### config.mk
export PLATFORM = sky130hd
export DESIGN_NAME = apb4_regfile_slave_flat
export DESIGN_NICKNAME = d
export VERILOG_FILES = /design/src/rtl/apb4_regfile_if.sv /design/src/rtl/apb4_regfile_slave.sv /design/src/flat_wrapper.sv
export SDC_FILE = /design/constraint.sdc
export NUM_CORES = 1
export LEC_CHECK = 0
export CAP_MARGIN = 20
export CORE_AREA = 5 5 230 232
export DETAILED_ROUTE_END_ITERATION = 10
export DIE_AREA = 0 0 235 237
export PLACE_DENSITY_LB_ADDON = 0.3
export SYNTH_ARGS = -nofsm -noshare
export SYNTH_HDL_FRONTEND = slang
export SYNTH_SLANG_ARGS = --single-unit
export TNS_END_PERCENT = 5
### constraint.sdc
create_clock -name i_clk -period 4 [get_ports i_clk]
set_input_delay 0.6 -clock i_clk [delete_from_list [all_inputs] [get_ports i_clk]]
set_output_delay 0.6 -clock i_clk [all_outputs]
set_load 0.005 [all_outputs]
### src/rtl/apb4_regfile_if.sv
// APB4 bus bundle between a master (bridge/decoder or testbench) and the
// register-file slave.
//   PADDR/PWRITE/PWDATA/PSTRB/PSELx/PENABLE : master -> slave
//   PRDATA/PREADY/PSLVERR                   : slave  -> master
interface apb4_regfile_if #(
    parameter int DATA_WIDTH = 32,
    parameter int ADDR_WIDTH = 12
);
    logic [ADDR_WIDTH-1:0]   PADDR;
    logic                    PWRITE;
    logic [DATA_WIDTH-1:0]   PWDATA;
    logic [DATA_WIDTH/8-1:0] PSTRB;
    logic                    PSELx;
    logic                    PENABLE;
    logic [DATA_WIDTH-1:0]   PRDATA;
    logic                    PREADY;
    logic                    PSLVERR;

    modport master (
        output PADDR, PWRITE, PWDATA, PSTRB, PSELx, PENABLE,
        input  PRDATA, PREADY, PSLVERR
    );

    modport slave (
        input  PADDR, PWRITE, PWDATA, PSTRB, PSELx, PENABLE,
        output PRDATA, PREADY, PSLVERR
    );
endinterface

### src/rtl/apb4_regfile_slave.sv
// Parametrised APB4 register-file slave with byte-lane writes, programmable
// wait states and read-only registers sourced from hardware status inputs.
//   i_clk, i_reset_n : clock, synchronous active-low reset
//   apb              : APB4 slave port (see apb4_regfile_if)
//   i_ro_data        : hardware values for read-only registers, slice i per register
//   o_regs           : current RW register contents, read-only slices read 0
//
// state  | meaning
// IDLE   | no transfer; waiting for a setup phase (PSELx=1, PENABLE=0)
// ACCESS | access phase; counting wait states, then executing the transfer
// DONE   | PREADY/PSLVERR presented for exactly one cycle
module apb4_regfile_slave #(
    parameter int                DATA_WIDTH  = 32,
    parameter int                ADDR_WIDTH  = 12,
    parameter int                NUM_REGS    = 8,
    parameter int                WAIT_STATES = 0,
    parameter logic [NUM_REGS-1:0] RO_MASK   = '0
) (
    input  logic                           i_clk,
    input  logic                           i_reset_n,
    apb4_regfile_if.slave                  apb,
    input  logic [NUM_REGS*DATA_WIDTH-1:0] i_ro_data,
    output logic [NUM_REGS*DATA_WIDTH-1:0] o_regs
);
    localparam int NB   = DATA_WIDTH / 8;
    localparam int LSB  = $clog2(NB);
    localparam int IDXB = (NUM_REGS > 1) ? $clog2(NUM_REGS) : 1;

    typedef enum logic [1:0] {IDLE, ACCESS, DONE} state_t;

    state_t                state;
    logic [3:0]            cnt;
    logic [DATA_WIDTH-1:0] regs_q [NUM_REGS];
    logic [DATA_WIDTH-1:0] prdata_q;
    logic                  pready_q;
    logic                  pslverr_q;

    logic [ADDR_WIDTH:0]   index_full;
    logic [IDXB-1:0]       idx_sel;
    logic                  out_of_range;
    logic                  misaligned;
    logic                  is_ro;
    logic                  err;
    logic [DATA_WIDTH-1:0] rd_val;

    // Extra top bit keeps the range compare valid even when every address maps.
    assign index_full   = {1'b0, apb.PADDR} >> LSB;
    assign idx_sel      = index_full[IDXB-1:0];
    assign out_of_range = index_full >= (ADDR_WIDTH+1)'(NUM_REGS);

    generate
        if (LSB > 0) begin : g_align
            assign misaligned = |apb.PADDR[LSB-1:0];
        end else begin : g_no_align
            assign misaligned = 1'b0;
        end
    endgenerate

    // idx_sel may alias for out-of-range indices; err masks those cases.
    always_comb begin
        rd_val = '0;
        is_ro  = 1'b0;
        for (int i = 0; i < NUM_REGS; i++) begin
            if (idx_sel == IDXB'(i)) begin
                is_ro  = RO_MASK[i];
                rd_val = RO_MASK[i] ? i_ro_data[i*DATA_WIDTH +: DATA_WIDTH] : regs_q[i];
            end
        end
    end

    assign err = out_of_range | misaligned | (apb.PWRITE & is_ro);

    always_ff @(posedge i_clk) begin
        if (!i_reset_n) begin
            state     <= IDLE;
            cnt       <= '0;
            prdata_q  <= '0;
            pready_q  <= 1'b0;
            pslverr_q <= 1'b0;
            for (int i = 0; i < NUM_REGS; i++) begin
                regs_q[i] <= '0;
            end
        end else begin
            case (state)
                IDLE: begin
                    pready_q  <= 1'b0;
                    pslverr_q <= 1'b0;
                    // PENABLE without a preceding setup phase is ignored here.
                    if (apb.PSELx && !apb.PENABLE) begin
                        cnt   <= 4'(WAIT_STATES);
                        state <= ACCESS;
                    end
                end
                ACCESS: begin
                    if (!apb.PSELx) begin
                        state <= IDLE;
                    end else if (cnt != 4'd0) begin
                        cnt <= cnt - 4'd1;
                    end else begin
                        pready_q  <= 1'b1;
                        pslverr_q <= err;
                        state     <= DONE;
                        if (apb.PWRITE) begin
                            if (!err) begin
                                for (int i = 0; i < NUM_REGS; i++) begin
                                    for (int b = 0; b < NB; b++) begin
                                        if (idx_sel == IDXB'(i) && apb.PSTRB[b]) begin
                                            regs_q[i][8*b +: 8] <= apb.PWDATA[8*b +: 8];
                                        end
                                    end
                                end
                            end
                        end else begin
                            prdata_q <= err ? '0 : rd_val;
                        end
                    end
                end
                DONE: begin
                    pready_q  <= 1'b0;
                    pslverr_q <= 1'b0;
                    state     <= IDLE;
                end
                default: state <= IDLE;
            endcase
        end
    end

    assign apb.PRDATA  = prdata_q;
    assign apb.PREADY  = pready_q;
    assign apb.PSLVERR = pslverr_q;

    generate
        for (genvar i = 0; i < NUM_REGS; i++) begin : g_out
            assign o_regs[i*DATA_WIDTH +: DATA_WIDTH] = RO_MASK[i] ? '0 : regs_q[i];
        end
    endgenerate
endmodule
### src/flat_wrapper.sv
// flat-port wrapper written by rule: the top's interface ports become plain ports
module apb4_regfile_slave_flat 
#(
    parameter int                DATA_WIDTH  = 32,
    parameter int                ADDR_WIDTH  = 12,
    parameter int                NUM_REGS    = 8,
    parameter int                WAIT_STATES = 0,
    parameter logic [NUM_REGS-1:0] RO_MASK   = '0
)
  (i_clk, i_reset_n, i_ro_data, o_regs, apb_PADDR, apb_PWRITE, apb_PWDATA, apb_PSTRB, apb_PSELx, apb_PENABLE, apb_PRDATA, apb_PREADY, apb_PSLVERR);
  apb4_regfile_if #(.DATA_WIDTH(DATA_WIDTH), .ADDR_WIDTH(ADDR_WIDTH)) apb_i ();
  input  logic i_clk;
  input  logic i_reset_n;
  input  logic [NUM_REGS*DATA_WIDTH-1:0] i_ro_data;
  output logic [NUM_REGS*DATA_WIDTH-1:0] o_regs;
  input wire logic [$bits(apb_i.PADDR)-1:0] apb_PADDR;
  input wire logic [$bits(apb_i.PWRITE)-1:0] apb_PWRITE;
  input wire logic [$bits(apb_i.PWDATA)-1:0] apb_PWDATA;
  input wire logic [$bits(apb_i.PSTRB)-1:0] apb_PSTRB;
  input wire logic [$bits(apb_i.PSELx)-1:0] apb_PSELx;
  input wire logic [$bits(apb_i.PENABLE)-1:0] apb_PENABLE;
  output wire logic [$bits(apb_i.PRDATA)-1:0] apb_PRDATA;
  output wire logic [$bits(apb_i.PREADY)-1:0] apb_PREADY;
  output wire logic [$bits(apb_i.PSLVERR)-1:0] apb_PSLVERR;
  assign apb_i.PADDR = apb_PADDR;
  assign apb_i.PWRITE = apb_PWRITE;
  assign apb_i.PWDATA = apb_PWDATA;
  assign apb_i.PSTRB = apb_PSTRB;
  assign apb_i.PSELx = apb_PSELx;
  assign apb_i.PENABLE = apb_PENABLE;
  assign apb_PRDATA = apb_i.PRDATA;
  assign apb_PREADY = apb_i.PREADY;
  assign apb_PSLVERR = apb_i.PSLVERR;
  apb4_regfile_slave #(.DATA_WIDTH(DATA_WIDTH), .ADDR_WIDTH(ADDR_WIDTH), .NUM_REGS(NUM_REGS), .WAIT_STATES(WAIT_STATES), .RO_MASK(RO_MASK)) u_core (.i_clk(i_clk), .i_reset_n(i_reset_n), .apb(apb_i), .i_ro_data(i_ro_data), .o_regs(o_regs));
endmodule
==> impl_metrics.yaml <==
sta:
  skew_ns: 0.009324
  setup_tns_ns: 0
  setup_viol: 0
  max_slew_margin: 0.4784
  hold_violations: 0
  finalMaxSlewViolations: 0
  timing.fmax_mhz: 321.6
  layout_setup_ws_ns: 0.8908
  rsz0062_at_grt: "false"
  period_share: 0.7773
  period_needed_ns: 3.109
  tightest_slew_ns: 0.7824
cts:
  cts_setup_buffers: 0
  cts_tree: "done"
  cts_made_buffers: 36
  cts_resized: 0
  cts_max_level: 2
  clock_sinks: 296
  clk_path_buf_depth: 3
  root_buffer: "clkbuf_16"
  cts_hold_buf: 0
  clk_pin_slew_ns: 0.06
  clk_latency_ns: 0.53
synthesis:
  yosys_most_used_dff: "edfxtp_1"
  synth_area_um2: 13180
  mappedNetlistNets: 1441
  ys_seq_area_frac: 0.6439
  avgSynthCellArea_um2: 11.67
  synth_top_area_share: 0.5831
  yosys.area.top_type: "edfxtp_1"
  ys_types: 49
  synthTopCellsByArea: "edfxtp_1, nor2_1, dfxtp_1, nand2_1, mux2_2"
  synth_seq_cells: 296
  async_flop_share: 0
  synth-edff-count: 256
  synth_cells: 1130
  ys_warn_count: 0
routing:
  drcViolationCount: 0
  via_per_inst: 4.944
  wl_per_cell_um: 24.37
  drt_wl_total_mm: 53.76
  vias: 10910
  drtAntennaViolNets: 0
  dr.pass1.iters: 5
  drt_iter0_drc: 892
global_routing:
  gr-usage-met1: 0.2431
  grt.total_usage: 0.1848
  grt_pass1_wl_mm: 77.09
  grt_max_degree: 42
  overflow: 0
  gr-usage-met2: 0.3000
  antenna_found_initial: 1
  first_global_vias: 11120
  busiest_layer: "met2"
  use_met3: 0.05392
layout:
  layout-drive-gt1-share: 0.1284
  fillCellCount: 4952
  seqCellArea_um2: 8488
  n_antenna_cell: 0
  area_growth_pct: 42.26
  multiInputGateArea_um2: 4219
  nets: 1813
worst_setup_path:
  reg2reg_slack_ns: 0.89
  r2r-end: "u_core.regs_q[0][92]"
  worstPathArrival_ns: 3.35
  r2r_start: "u_core.cnt[0]"
  cp_slowest_cell: "o21ai_1"
  cp_cell_sequence: "inv_1, ha_1, nor3b_2, nand4_2, nor4_4, nand3b_2, o21ai_1, buf_4"
  path_class: "reg2reg"
  crit_fanout: 8
  cp_data_required_time_ns: 4.24
  critPathCaptureType: "flip-flop"
  slowest_delay_ns: 0.53
  critPathLaunchType: "flip-flop"
  reg2regPathDepth: 8
die:
  dieArea_um2: 55700
  core_area_um2: 50780
  placement_rows: 83
  die_h_um: 237
  io_pins: 599
  initial_utilization: 0.2596
  die_width_um: 235
pwr:
  total_power_w: 0.007483
  cellPowerDensity_nw_per_um2: 399.0
  p_leak_nw: 6.776
  peakVddDrop_uv: 264.8
status:
  outcome: "completed"
min_path:
  hold_path.class: "reg2reg"
  worstHoldStart: "u_core.apb.PRDATA[7]"
  holdPathEnd: "u_core.apb.PRDATA[7]"
  min_path_cells: 1
place:
  port_buffers: 342
  dp_hpwl_mm: 38.40
  routabilityCongestion: 0.8385
  dp_slack_ns: 0.4234
run:
  cap_viol_max_count: 0
cell usage after synthesis, types with 25 or more instances:
library cell,count
mux2_2,44
clkbuf_1,40
o21ai_0,54
nand2_1,135
nor2b_1,25
dfxtp_1,40
buf_2,27
edfxtp_1,256
a21oi_1,47
inv_1,43
nor2_1,217
registers in the layout (all words and copies together), names as in the netlist:
name	count
u_core.apb.PRDATA	32
u_core.apb.PSLVERR	1
u_core.apb.PREADY	1
u_core.cnt	4
u_core.regs_q	256
u_core.state	2
how the worst max path moves through the flow:
stage	from	endpoint	slack, ns	cells after the start
global placement	apb_PADDR[8]	u_core.regs_q[0][94]	0.45	7
global route	u_core.cnt[0]	u_core.regs_q[0][92]	0.65	8
finish	u_core.cnt[0]	u_core.regs_q[0][92]	0.89	8
detailed placement	apb_PADDR[8]	u_core.regs_q[0][94]	0.42	7
floorplan	apb_PADDR[10]	u_core.regs_q[0][64]	1.31	5
CTS	u_core.cnt[0]	u_core.regs_q[0][94]	0.77	8
cell type report:
type / instances / area share
tap: 680 / 0.04537
inverter: 44 / 0.008807
clock buffer: 46 / 0.05278
sequential: 296 / 0.4526
timing repair buffer: 409 / 0.2092
clock inverter: 16 / 0.006205
multi-input combinational: 715 / 0.2250
power breakdown:
part / leakage (nW) / switching (W) / internal [W]
registers: 2.91 / 0.000104 / 0.00348
clock network: 0.550 / 0.00128 / 0.00181
logic: 3.31 / 0.000416 / 0.000388
total: 6.78 / 0.00180 / 0.00569
worst max-delay path, delay by kind of cell, from the launching register on:
| kind | cells | cell delay (ns) |
|---|---|---|
| buffers and inverters | 2 | 0.33 |
| adder cells (fa/ha/maj) | 1 | 0.14 |
| flip-flops | 1 | 0.33 |
| AO/OA/AOI/OAI | 1 | 0.53 |
| AND/OR/NAND/NOR | 4 | 1.48 |
kinds of logic after synthesis:
group	Yosys count	share of synthesized area
AO/OA/AOI/OAI	221	0.1100
adder cells (fa/ha/maj)	2	0.001898
flip-flops	296	0.6439
AND/OR/NAND/NOR	416	0.1354
XOR/XNOR	2	0.001329
multiplexers	74	0.06891
buffers and inverters	119	0.03853
per-stage QoR:
stage / hold slack, ns / instance area [um2] / util / instances
floorplan: 0.4642 / 13180 / - / 1130
finish: 0.4704 / 18750 / 0.3693 / 2206
global route: 0.4939 / 18750 / 0.3693 / 2206
detailed placement: 0.4610 / 17650 / 0.3475 / 2144
CTS: 0.4776 / 18750 / 0.3693 / 2206
global placement: 0.4570 / 17650 / 0.3475 / 2144
cell usage in the layout (no fill, tap or decap), types with 22 or more instances in the layout:
cell / instances
a21oi_1: 47
a221o_1: 22
a22oi_1: 22
buf_4: 68
clkbuf_16: 37
clkdlybuf4s50_1: 338
dfxtp_1: 40
edfxtp_1: 256
inv_1: 43
mux2_2: 44
nand2_1: 135
nor2_1: 217
nor2b_1: 24
o21a_1: 22
o21ai_0: 48
o22ai_1: 22
metal layers:
metal,up-vias,share of wire
li1,4830,-
met3,74,0.099
met2,638,0.46
met1,5362,0.42
met5,-,0.00024
met4,2,0.019
Note: power is estimated with default switching activity, not from simulation.
